==> src/rtl/pwm_pkg.sv <==
// pwm_pkg: shared state type, default widths and saturating ramp arithmetic for the PWM sequencer
package pwm_pkg;
  localparam int DEF_WIDTH = 16;
  localparam int DEF_STEP_W = 8;
  localparam int MAX_W = 32;
  typedef enum logic [1:0] {IDLE, RUN, RAMP, STOP} state_t;
  function automatic logic [MAX_W-1:0] ramp_step(
    input logic [MAX_W-1:0] d,
    input logic [MAX_W-1:0] t,
    input logic [MAX_W-1:0] s
  );
    logic [MAX_W:0] up;
    logic [MAX_W:0] dn;
    up = {1'b0, d} + {1'b0, s};
    dn = {1'b0, d} - {1'b0, s};
    return (s == '0 || d == t) ? t
         : (d < t) ? ((up > {1'b0, t}) ? t : up[MAX_W-1:0])
         : ((dn[MAX_W] || dn[MAX_W-1:0] < t) ? t : dn[MAX_W-1:0]);
  endfunction
endpackage

==> src/rtl/pwm_period_counter.sv <==
// pwm_period_counter: period counter with period latch and wrap detect
module pwm_period_counter import pwm_pkg::*; #(
  parameter int WIDTH = DEF_WIDTH
) (
  input  logic             clk,
  input  logic             rst,
  input  logic             run,
  input  logic [WIDTH-1:0] period,
  output logic [WIDTH-1:0] cnt,
  output logic             wrap
);
  logic [WIDTH-1:0] period_q;
  assign wrap = run && cnt == period_q;
  always_ff @(posedge clk) begin
    if (rst) begin
      cnt <= '0;
      period_q <= '0;
    end else if (!run || wrap) begin
      cnt <= '0;
      period_q <= period;
    end else begin
      cnt <= cnt + WIDTH'(1);
    end
  end
endmodule

==> src/rtl/pwm_ramp_ctrl.sv <==
// pwm_ramp_ctrl: period-aligned duty sequencer with slew-limited ramps and graceful stop
module pwm_ramp_ctrl import pwm_pkg::*; #(
  parameter int WIDTH = DEF_WIDTH,
  parameter int STEP_W = DEF_STEP_W
) (
  input  logic              clk,
  input  logic              rst,
  input  logic              en,
  input  logic [WIDTH-1:0]  period,
  input  logic [WIDTH-1:0]  tgt_duty,
  input  logic [STEP_W-1:0] tgt_step,
  input  logic              tgt_valid,
  output logic              tgt_ready,
  output logic [WIDTH-1:0]  counter_value,
  output logic [WIDTH-1:0]  duty,
  output logic              pwm_en,
  output logic              period_end,
  output logic              ramp_done,
  output logic              busy
);
  state_t state, nxt;
  logic [WIDTH-1:0] cnt, duty_q, tgt_q, nxt_duty;
  logic [STEP_W-1:0] step_q;
  logic run, wrap, hs, reach, rd_q;
  assign run = state != IDLE;
  assign tgt_ready = !rst && state != STOP;
  assign hs = tgt_valid && tgt_ready;
  assign nxt_duty = WIDTH'(ramp_step(MAX_W'(duty_q), MAX_W'(tgt_q), MAX_W'(step_q)));
  assign reach = state == RAMP && wrap && nxt_duty == tgt_q;
  pwm_period_counter #(.WIDTH(WIDTH)) u_cnt (
    .clk(clk),
    .rst(rst),
    .run(run),
    .period(period),
    .cnt(cnt),
    .wrap(wrap)
  );
  always_comb begin
    nxt = state;
    case (state)
      IDLE:      nxt = !en ? IDLE : (tgt_q != '0) ? RAMP : RUN;
      RUN, RAMP: nxt = !en ? STOP : (hs && tgt_step != '0) ? RAMP : reach ? RUN : state;
      STOP:      nxt = wrap ? IDLE : STOP;
      default:   nxt = IDLE;
    endcase
  end
  always_ff @(posedge clk) begin
    if (rst) begin
      state <= IDLE;
      duty_q <= '0;
      tgt_q <= '0;
      step_q <= '0;
      rd_q <= 1'b0;
      counter_value <= '0;
      duty <= '0;
      pwm_en <= 1'b0;
      period_end <= 1'b0;
      ramp_done <= 1'b0;
      busy <= 1'b0;
    end else begin
      state <= nxt;
      if (hs) begin
        tgt_q <= tgt_duty;
        step_q <= tgt_step;
      end
      duty_q <= (nxt == IDLE) ? '0 : (wrap && state != STOP) ? nxt_duty : duty_q;
      rd_q <= reach;
      counter_value <= cnt;
      duty <= duty_q;
      pwm_en <= run;
      busy <= run;
      period_end <= wrap;
      ramp_done <= rd_q;
    end
  end
endmodule

==> config.mk <==
export PLATFORM = sky130hd
export DESIGN_NAME = pwm_ramp_ctrl
export DESIGN_NICKNAME = d
export VERILOG_FILES = /design/src/rtl/pwm_pkg.sv /design/src/rtl/pwm_period_counter.sv /design/src/rtl/pwm_ramp_ctrl.sv
export SDC_FILE = /design/constraint.sdc
export NUM_CORES = 1
export LEC_CHECK = 0
export ABC_CLOCK_PERIOD_IN_PS = 7020
export CAP_MARGIN = 20
export CORE_MARGIN = 10
export CORE_UTILIZATION = 50
export DETAILED_ROUTE_END_ITERATION = 10
export PLACE_DENSITY = 0.72
export SYNTH_ARGS = -nofsm -noshare
export SYNTH_HDL_FRONTEND = slang
export SYNTH_SLANG_ARGS = --single-unit
==> constraint.sdc <==
create_clock -name clk -period 7.02 [get_ports clk]
set_input_delay 1.053 -clock clk [delete_from_list [all_inputs] [get_ports clk]]
set_output_delay 1.053 -clock clk [all_outputs]
set_load 0.01 [all_outputs]
==> qor.yml, run 1 <==
status: "completed"
crit_chain: "inv_1 -> ha_1 -> or3_4 -> or4_4 -> o211ai_4 -> nand2_1 -> xor2_1 -> inv_1 -> ha_1 -> nand4_1 -> or4_1 -> o21ai_0 -> a31oi_1 -> buf_4 -> or2_1 -> o32ai_1 -> o311ai_1 -> a2111oi_4 -> a31oi_4 -> a221oi_2"
grt_pass1_wl_um: 41300
yosysUniqueCellTypes: 83
synth_flop_cell: "dfxtp_1"
critPathKind: "reg2reg"
setup_tns_ps: 0
finalNonFillerCells: 1179
drt-initial-drc-count: 876
ant_nets: 0
die_y_um: 144
worstSkewPairLatency_ps: 360
hpwl_um: 20200
io_buffer_count: 80
synthSimpleGateAreaFrac_pct: 21.6
gr-usage-all-layers_pct: 25.3
maxCapViolCount: 0
cts_made_buffers: 9
syn_avg_cell_area_um2: 8.23
tightest_slew_ps: 1090
cts_resized: 0
crit_fanout: 17
maxSlewViolCount: 0
drc: 0
grt_antenna_before_repair: 0
fmax_mhz: 166
gp_congestion: 1.02
muxShareOfSynthArea_pct: 2.48
cts_tree: "done"
postCtsSetupBuffers: 0
synth_area_leaders: "dfxtp_1, ha_1, nand2_1, nor2_1, xor2_1"
synth_top_area_share_pct: 28.5
initial_utilization_pct: 51.0
synth_xor_area_share_pct: 6.01
yosysTopAreaCell: "dfxtp_1"
syn2layout_area_growth_pct: 15.7
async_flop_share_pct: 0
clkTransAtPathRegs_ps: 80
start_kind: "register"
yosysWarnings: 0
finalNetCount: 1100
setup_viol: 0
relSlewSlack_pct: 27.1
p_per_area_mw_per_mm2: 206
synth_edf_count: 0
synthAdderAreaFrac_pct: 11.4
root_buffer: "clkbuf_16"
cp_slowest_cell: "or3_4"
io_pins: 81
syn_nets: 1051
drive_gt1_share_pct: 7.16
fin_skew_ps: 13.1
core-area_mm2: 0.0151
vias: 7489
slowest_delay_ps: 480
hold_buffers: 0
drt_wl_total_um: 26200
period_share_pct: 85.9
viasPerCell: 6.35
clock-sinks: 110
yosysSeqAreaShare_pct: 28.5
hold_ws_ps: 442
row_count: 45
grt_pass1_vias: 7201
rsz0062_at_grt: "false"
die_x_um: 144
dr.pass1.iters: 6
synth-seq-cells: 110
cellLeakagePower_nw: 3.52
synth_top_family_by_area: "compound AO/OA/AOI/OAI gates"
fin_ws_ps: 992
vdd_drop_max_v: 0.000132
hp-class: "reg2reg"
postSynthCellCount: 938
synth_area_mm2: 0.00772
wire_per_inst_um: 22.2
die_area_mm2: 0.0208
placed_cells: 1164
num_antenna_cells: 0
fin_crit_ps: 6030
cp-end-kind: "register"
power_w: 0.00184
crit_arrival_ps: 6290
grt_start_max_net_pins: 75
overflow: 0
cp.required_ps: 7290
clock_tree.buffer_depth: 2
synth_compound_area_share_pct: 24.1
cts_max_level: 3
dp_slack_ps: 1080
finalHoldViolCount: 0
[cell type report]
class | count | area [um2]
flip-flops and latches | 110 | 2200
fillers | 1394 | 6220
repair buffers | 92 | 886
well taps | 188 | 235
clock inverters | 5 | 88.8
multi-input cells | 718 | 5070
inverters | 56 | 210
clock buffers | 10 | 239
[worst max-delay path: cells and delay by family (launching register included)]
family          cells  cell delay (ps)
simple gates        6             1930
fa+ha+maj           2              760
buf+inv             3              370
compound gates      8             2140
flops               1              360
xor+xnor            1              370
[routing by layer]
| layer | global-route usage [%] | share of wire (%) | vias up |
|---|---|---|---|
| met4 | 11.7 | 4.4 | 0 |
| met2 | 39.3 | 44 | 384 |
| met1 | 33.5 | 44 | 3516 |
| li1 | - | - | 3507 |
| met5 | 0 | 0 | - |
| met3 | 4.53 | 8.1 | 82 |
[cell usage after synthesis, types with 10 or more instances]
cell type,n
nor3_1,29
nand2_1,77
mux2i_1,18
a211oi_1,11
a21oi_1,45
nand4_1,14
o31ai_1,27
ha_1,67
o21ai_0,45
nor2_1,76
clkbuf_1,37
nor2b_1,30
a21oi_2,10
a22oi_1,11
dfxtp_1,110
nand3_1,22
nor4_1,17
xnor2_1,26
xor2_1,27
or3_1,13
inv_1,56
[flip-flops by register name, indices dropped and copies added, names as in the netlist]
name / count
counter_value: 16
duty: 16
u_cnt.period_q: 16
step_q: 8
duty_q: 16
u_cnt.cnt: 16
tgt_q: 16
state: 2
ramp_done: 1
busy: 1
period_end: 1
rd_q: 1
[report_power, final]
group	internal [W]	total (W)	switching, W
clock network	0.000326	0.000574	0.000249
registers	0.000652	0.000691	0.0000391
logic	0.000217	0.000570	0.000353
total	0.00120	0.00184	0.000640
[through the flow]
stage                     utilization (%)  area (um2)
final                                59.0        8930
after global routing                 59.0        8930
after CTS                            59.0        8930
after detailed placement             56.8        8600
after global placement               56.8        8600
after floorplan                         -        7720
[cell families (layout without fill, tap and decap cells)]
group	count (synthesis)	count (layout)
xor+xnor	53	53
fa+ha+maj	69	69
compound gates	249	249
buf+inv	110	163
simple gates	328	328
mux	19	19
flops	110	110
[placed cells by master, fill, tap and decap left out, types with 10 or more instances in the layout]
| cell type | count |
|---|---|
| dfxtp_1 | 110 |
| nor2_1 | 76 |
| clkdlybuf4s50_1 | 79 |
| a21oi_1 | 45 |
| nand4_1 | 14 |
| inv_1 | 56 |
| nand3_1 | 22 |
| buf_4 | 12 |
| o21ai_0 | 45 |
| or3_1 | 13 |
| a211oi_1 | 11 |
| nor4_1 | 17 |
| xor2_1 | 27 |
| xnor2_1 | 26 |
| nor2b_1 | 29 |
| a22oi_1 | 11 |
| o31ai_1 | 27 |
| ha_1 | 67 |
| mux2i_1 | 18 |
| nor3_1 | 29 |
| nand2_1 | 77 |
| a21oi_2 | 10 |
[final timing paths]
kind | slack (ps) | depth (start not counted) | from | endpoint
max reg2reg | 990 | 20 | step_q[6]$_SDFFE_PP0P_ | state[0]$_SDFF_PP0_
min | 440 | 1 | rd_q$_SDFF_PP0_ | ramp_done$_SDFF_PP0_
min reg2reg | 440 | 1 | rd_q$_SDFF_PP0_ | ramp_done$_SDFF_PP0_
max | 990 | 20 | step_q[6]$_SDFFE_PP0P_ | state[0]$_SDFF_PP0_
Note: power is estimated with default switching activity, not from simulation.
==> run 2: changes to the inputs <==
--- a/config.mk
+++ b/config.mk
@@ -7,10 +7,10 @@
 export LEC_CHECK = 0
 export ABC_CLOCK_PERIOD_IN_PS = 7020
 export CAP_MARGIN = 20
-export CORE_MARGIN = 10
-export CORE_UTILIZATION = 50
+export CORE_MARGIN = 2
+export CORE_UTILIZATION = 37
 export DETAILED_ROUTE_END_ITERATION = 10
-export PLACE_DENSITY = 0.72
+export SKIP_LAST_GASP = 1
 export SYNTH_ARGS = -nofsm -noshare
 export SYNTH_HDL_FRONTEND = slang
 export SYNTH_SLANG_ARGS = --single-unit
==> run 2 against run 1 <==
Maximum frequency fell by 1.1%. Die area is 5.9% higher. Sequential power is essentially flat. Combinational power barely moved. First-iteration DRC count shrank 38%. Count of clock-buffer cells in the layout down 1. Clock skew grew 4.7 ps. Largest cell class unchanged.
==> qor.yml, run 2 (synthesis gave the netlist of run 1 again) <==
status: "completed"
setup_viol: 0
rsz0062_at_grt: "false"
final_common_cell: "dfxtp_1"
io_pins: 81
cellLeakagePower_nw: 3.51
start_kind: "register"
num_antenna_cells: 0
dr.pass1.iters: 6
tightest_slew_ps: 1170
path_delay_family: "compound AO/OA/AOI/OAI gates"
finalHoldViolCount: 0
cp.depth: 16
fmax_mhz: 164
initial_utilization_pct: 37.9
slowest_delay_ps: 720
finalNetCount: 1099
drc: 0
ant_nets: 0
vias: 7221
grt_start_max_net_pins: 81
cp.required_ps: 7230
hp-class: "reg2reg"
postCtsSetupBuffers: 0
r2r_slack_ps: 920
crit_arrival_ps: 6310
place_area_mm2: 0.00869
layout_common_cells: "dfxtp_1, clkdlybuf4s50_1, nand2_1, nor2_1, ha_1"
die_y_um: 148
cp-end-kind: "register"
setup_tns_ps: 0
fin_skew_ps: 17.8
vdd_drop_max_v: 0.000152
period_share_pct: 86.8
cts_resized: 0
clock-sinks: 110
worstSkewPairLatency_ps: 370
gp_congestion: 0.961
row_count: 52
rr_endpoint: "duty_q[1]$_SDFFE_PP0P_"
cts_tree: "done"
viasPerCell: 5.73
crit_chain: "ha_1 -> nor3_1 -> a211oi_2 -> xnor2_1 -> inv_1 -> ha_1 -> nand4_1 -> nor3_1 -> o21ai_0 -> a31oi_1 -> or2_1 -> o32ai_1 -> o311ai_1 -> a2111oi_4 -> a31oi_4 -> a21boi_0"
clock_tree.buffer_depth: 2
r2r-start: "duty_q[6]$_SDFFE_PP0P_"
cp_slowest_cell: "a31oi_1"
overflow: 0
drt_wl_total_um: 25100
hpwl_um: 19200
gr-usage-all-layers_pct: 23.3
drive_gt1_share_pct: 7.16
clkTransAtPathRegs_ps: 80
grt_pass1_vias: 6964
grt_pass1_wl_um: 39900
relSlewSlack_pct: 22.3
die_x_um: 148
crit_start: "duty_q[6]$_SDFFE_PP0P_"
rr_worst_depth: 16
drt-initial-drc-count: 544
core-area_mm2: 0.0204
regArea_mm2: 0.00220
multi_input_area_mm2: 0.00507
maxCapViolCount: 0
endpoint: "duty_q[1]$_SDFFE_PP0P_"
grt_antenna_before_repair: 0
hold_buffers: 0
p_per_area_mw_per_mm2: 201
maxSlewViolCount: 0
crit_fanout: 17
fillCellCount: 2069
fin_crit_ps: 6100
design_area_mm2: 0.00903
cts_max_level: 3
critPathKind: "reg2reg"
wire_per_inst_um: 19.9
critPathBufInv: 1
cts_made_buffers: 9
root_buffer: "clkbuf_16"
die_area_mm2: 0.0220
syn2layout_area_growth_pct: 17.0
io_buffer_count: 80
run 2: through the flow:
step / utilization, % / setup slack (ps) / hold slack, ps / total power, W / std cells
2_1_floorplan: - / 2060 / 414 / 0.00109 / 938
3_3_place_gp: 42.6 / 1150 / 440 / 0.00126 / 1243
3_5_place_dp: 42.7 / 1090 / 436 / 0.00126 / 1244
4_1_cts: 44.3 / 1060 / 457 / 0.00182 / 1260
5_1_grt: 44.3 / 515 / 469 / 0.00191 / 1261
6_report: 44.3 / 925 / 445 / 0.00181 / 1261
run 2: cell type report:
class	instances	share of cell area, %
Multi-Input combinational cell	718	56.1
Sequential cell	110	24.4
Timing Repair Buffer	91	9.81
Tap cell	270	3.74
Clock buffer	9	2.49
Inverter	56	2.33
Clock inverter	7	1.09
run 2: worst register-to-register path, delay by kind of cell (launching register included):
kind / cells / cell delay (ps)
and+or+nand+nor: 4 / 1360
xor gates and xnor gates: 1 / 530
DFF: 1 / 490
adders and majority gates: 2 / 780
AOI/OAI and AO/OA: 8 / 2670
buffers and inverters: 1 / 100
run 2: report_power, final:
| group | switching (W) | internal [W] |
|---|---|---|
| registers | 0.0000375 | 0.000652 |
| logic | 0.000352 | 0.000220 |
| clock network | 0.000289 | 0.000265 |
| total | 0.000678 | 0.00114 |
run 2: metal layers:
metal,vias to the layer above,global-route usage [%],wire [um]
met1,3414,33.3,12000
met2,245,35.2,10800
li1,3511,-,-
met5,-,0,0
met4,0,8.05,778
met3,51,4.23,1560
run 2: how the worst min path moves through the flow:
stage | start | endpoint | slack [ps] | cells past startpoint
2_1_floorplan | rd_q$_SDFF_PP0_ | ramp_done$_SDFF_PP0_ | 410 | 1
3_3_place_gp | rd_q$_SDFF_PP0_ | ramp_done$_SDFF_PP0_ | 440 | 1
3_5_place_dp | rd_q$_SDFF_PP0_ | ramp_done$_SDFF_PP0_ | 440 | 1
4_1_cts | rd_q$_SDFF_PP0_ | ramp_done$_SDFF_PP0_ | 460 | 1
5_1_grt | rd_q$_SDFF_PP0_ | ramp_done$_SDFF_PP0_ | 470 | 1
6_report | rd_q$_SDFF_PP0_ | ramp_done$_SDFF_PP0_ | 440 | 1
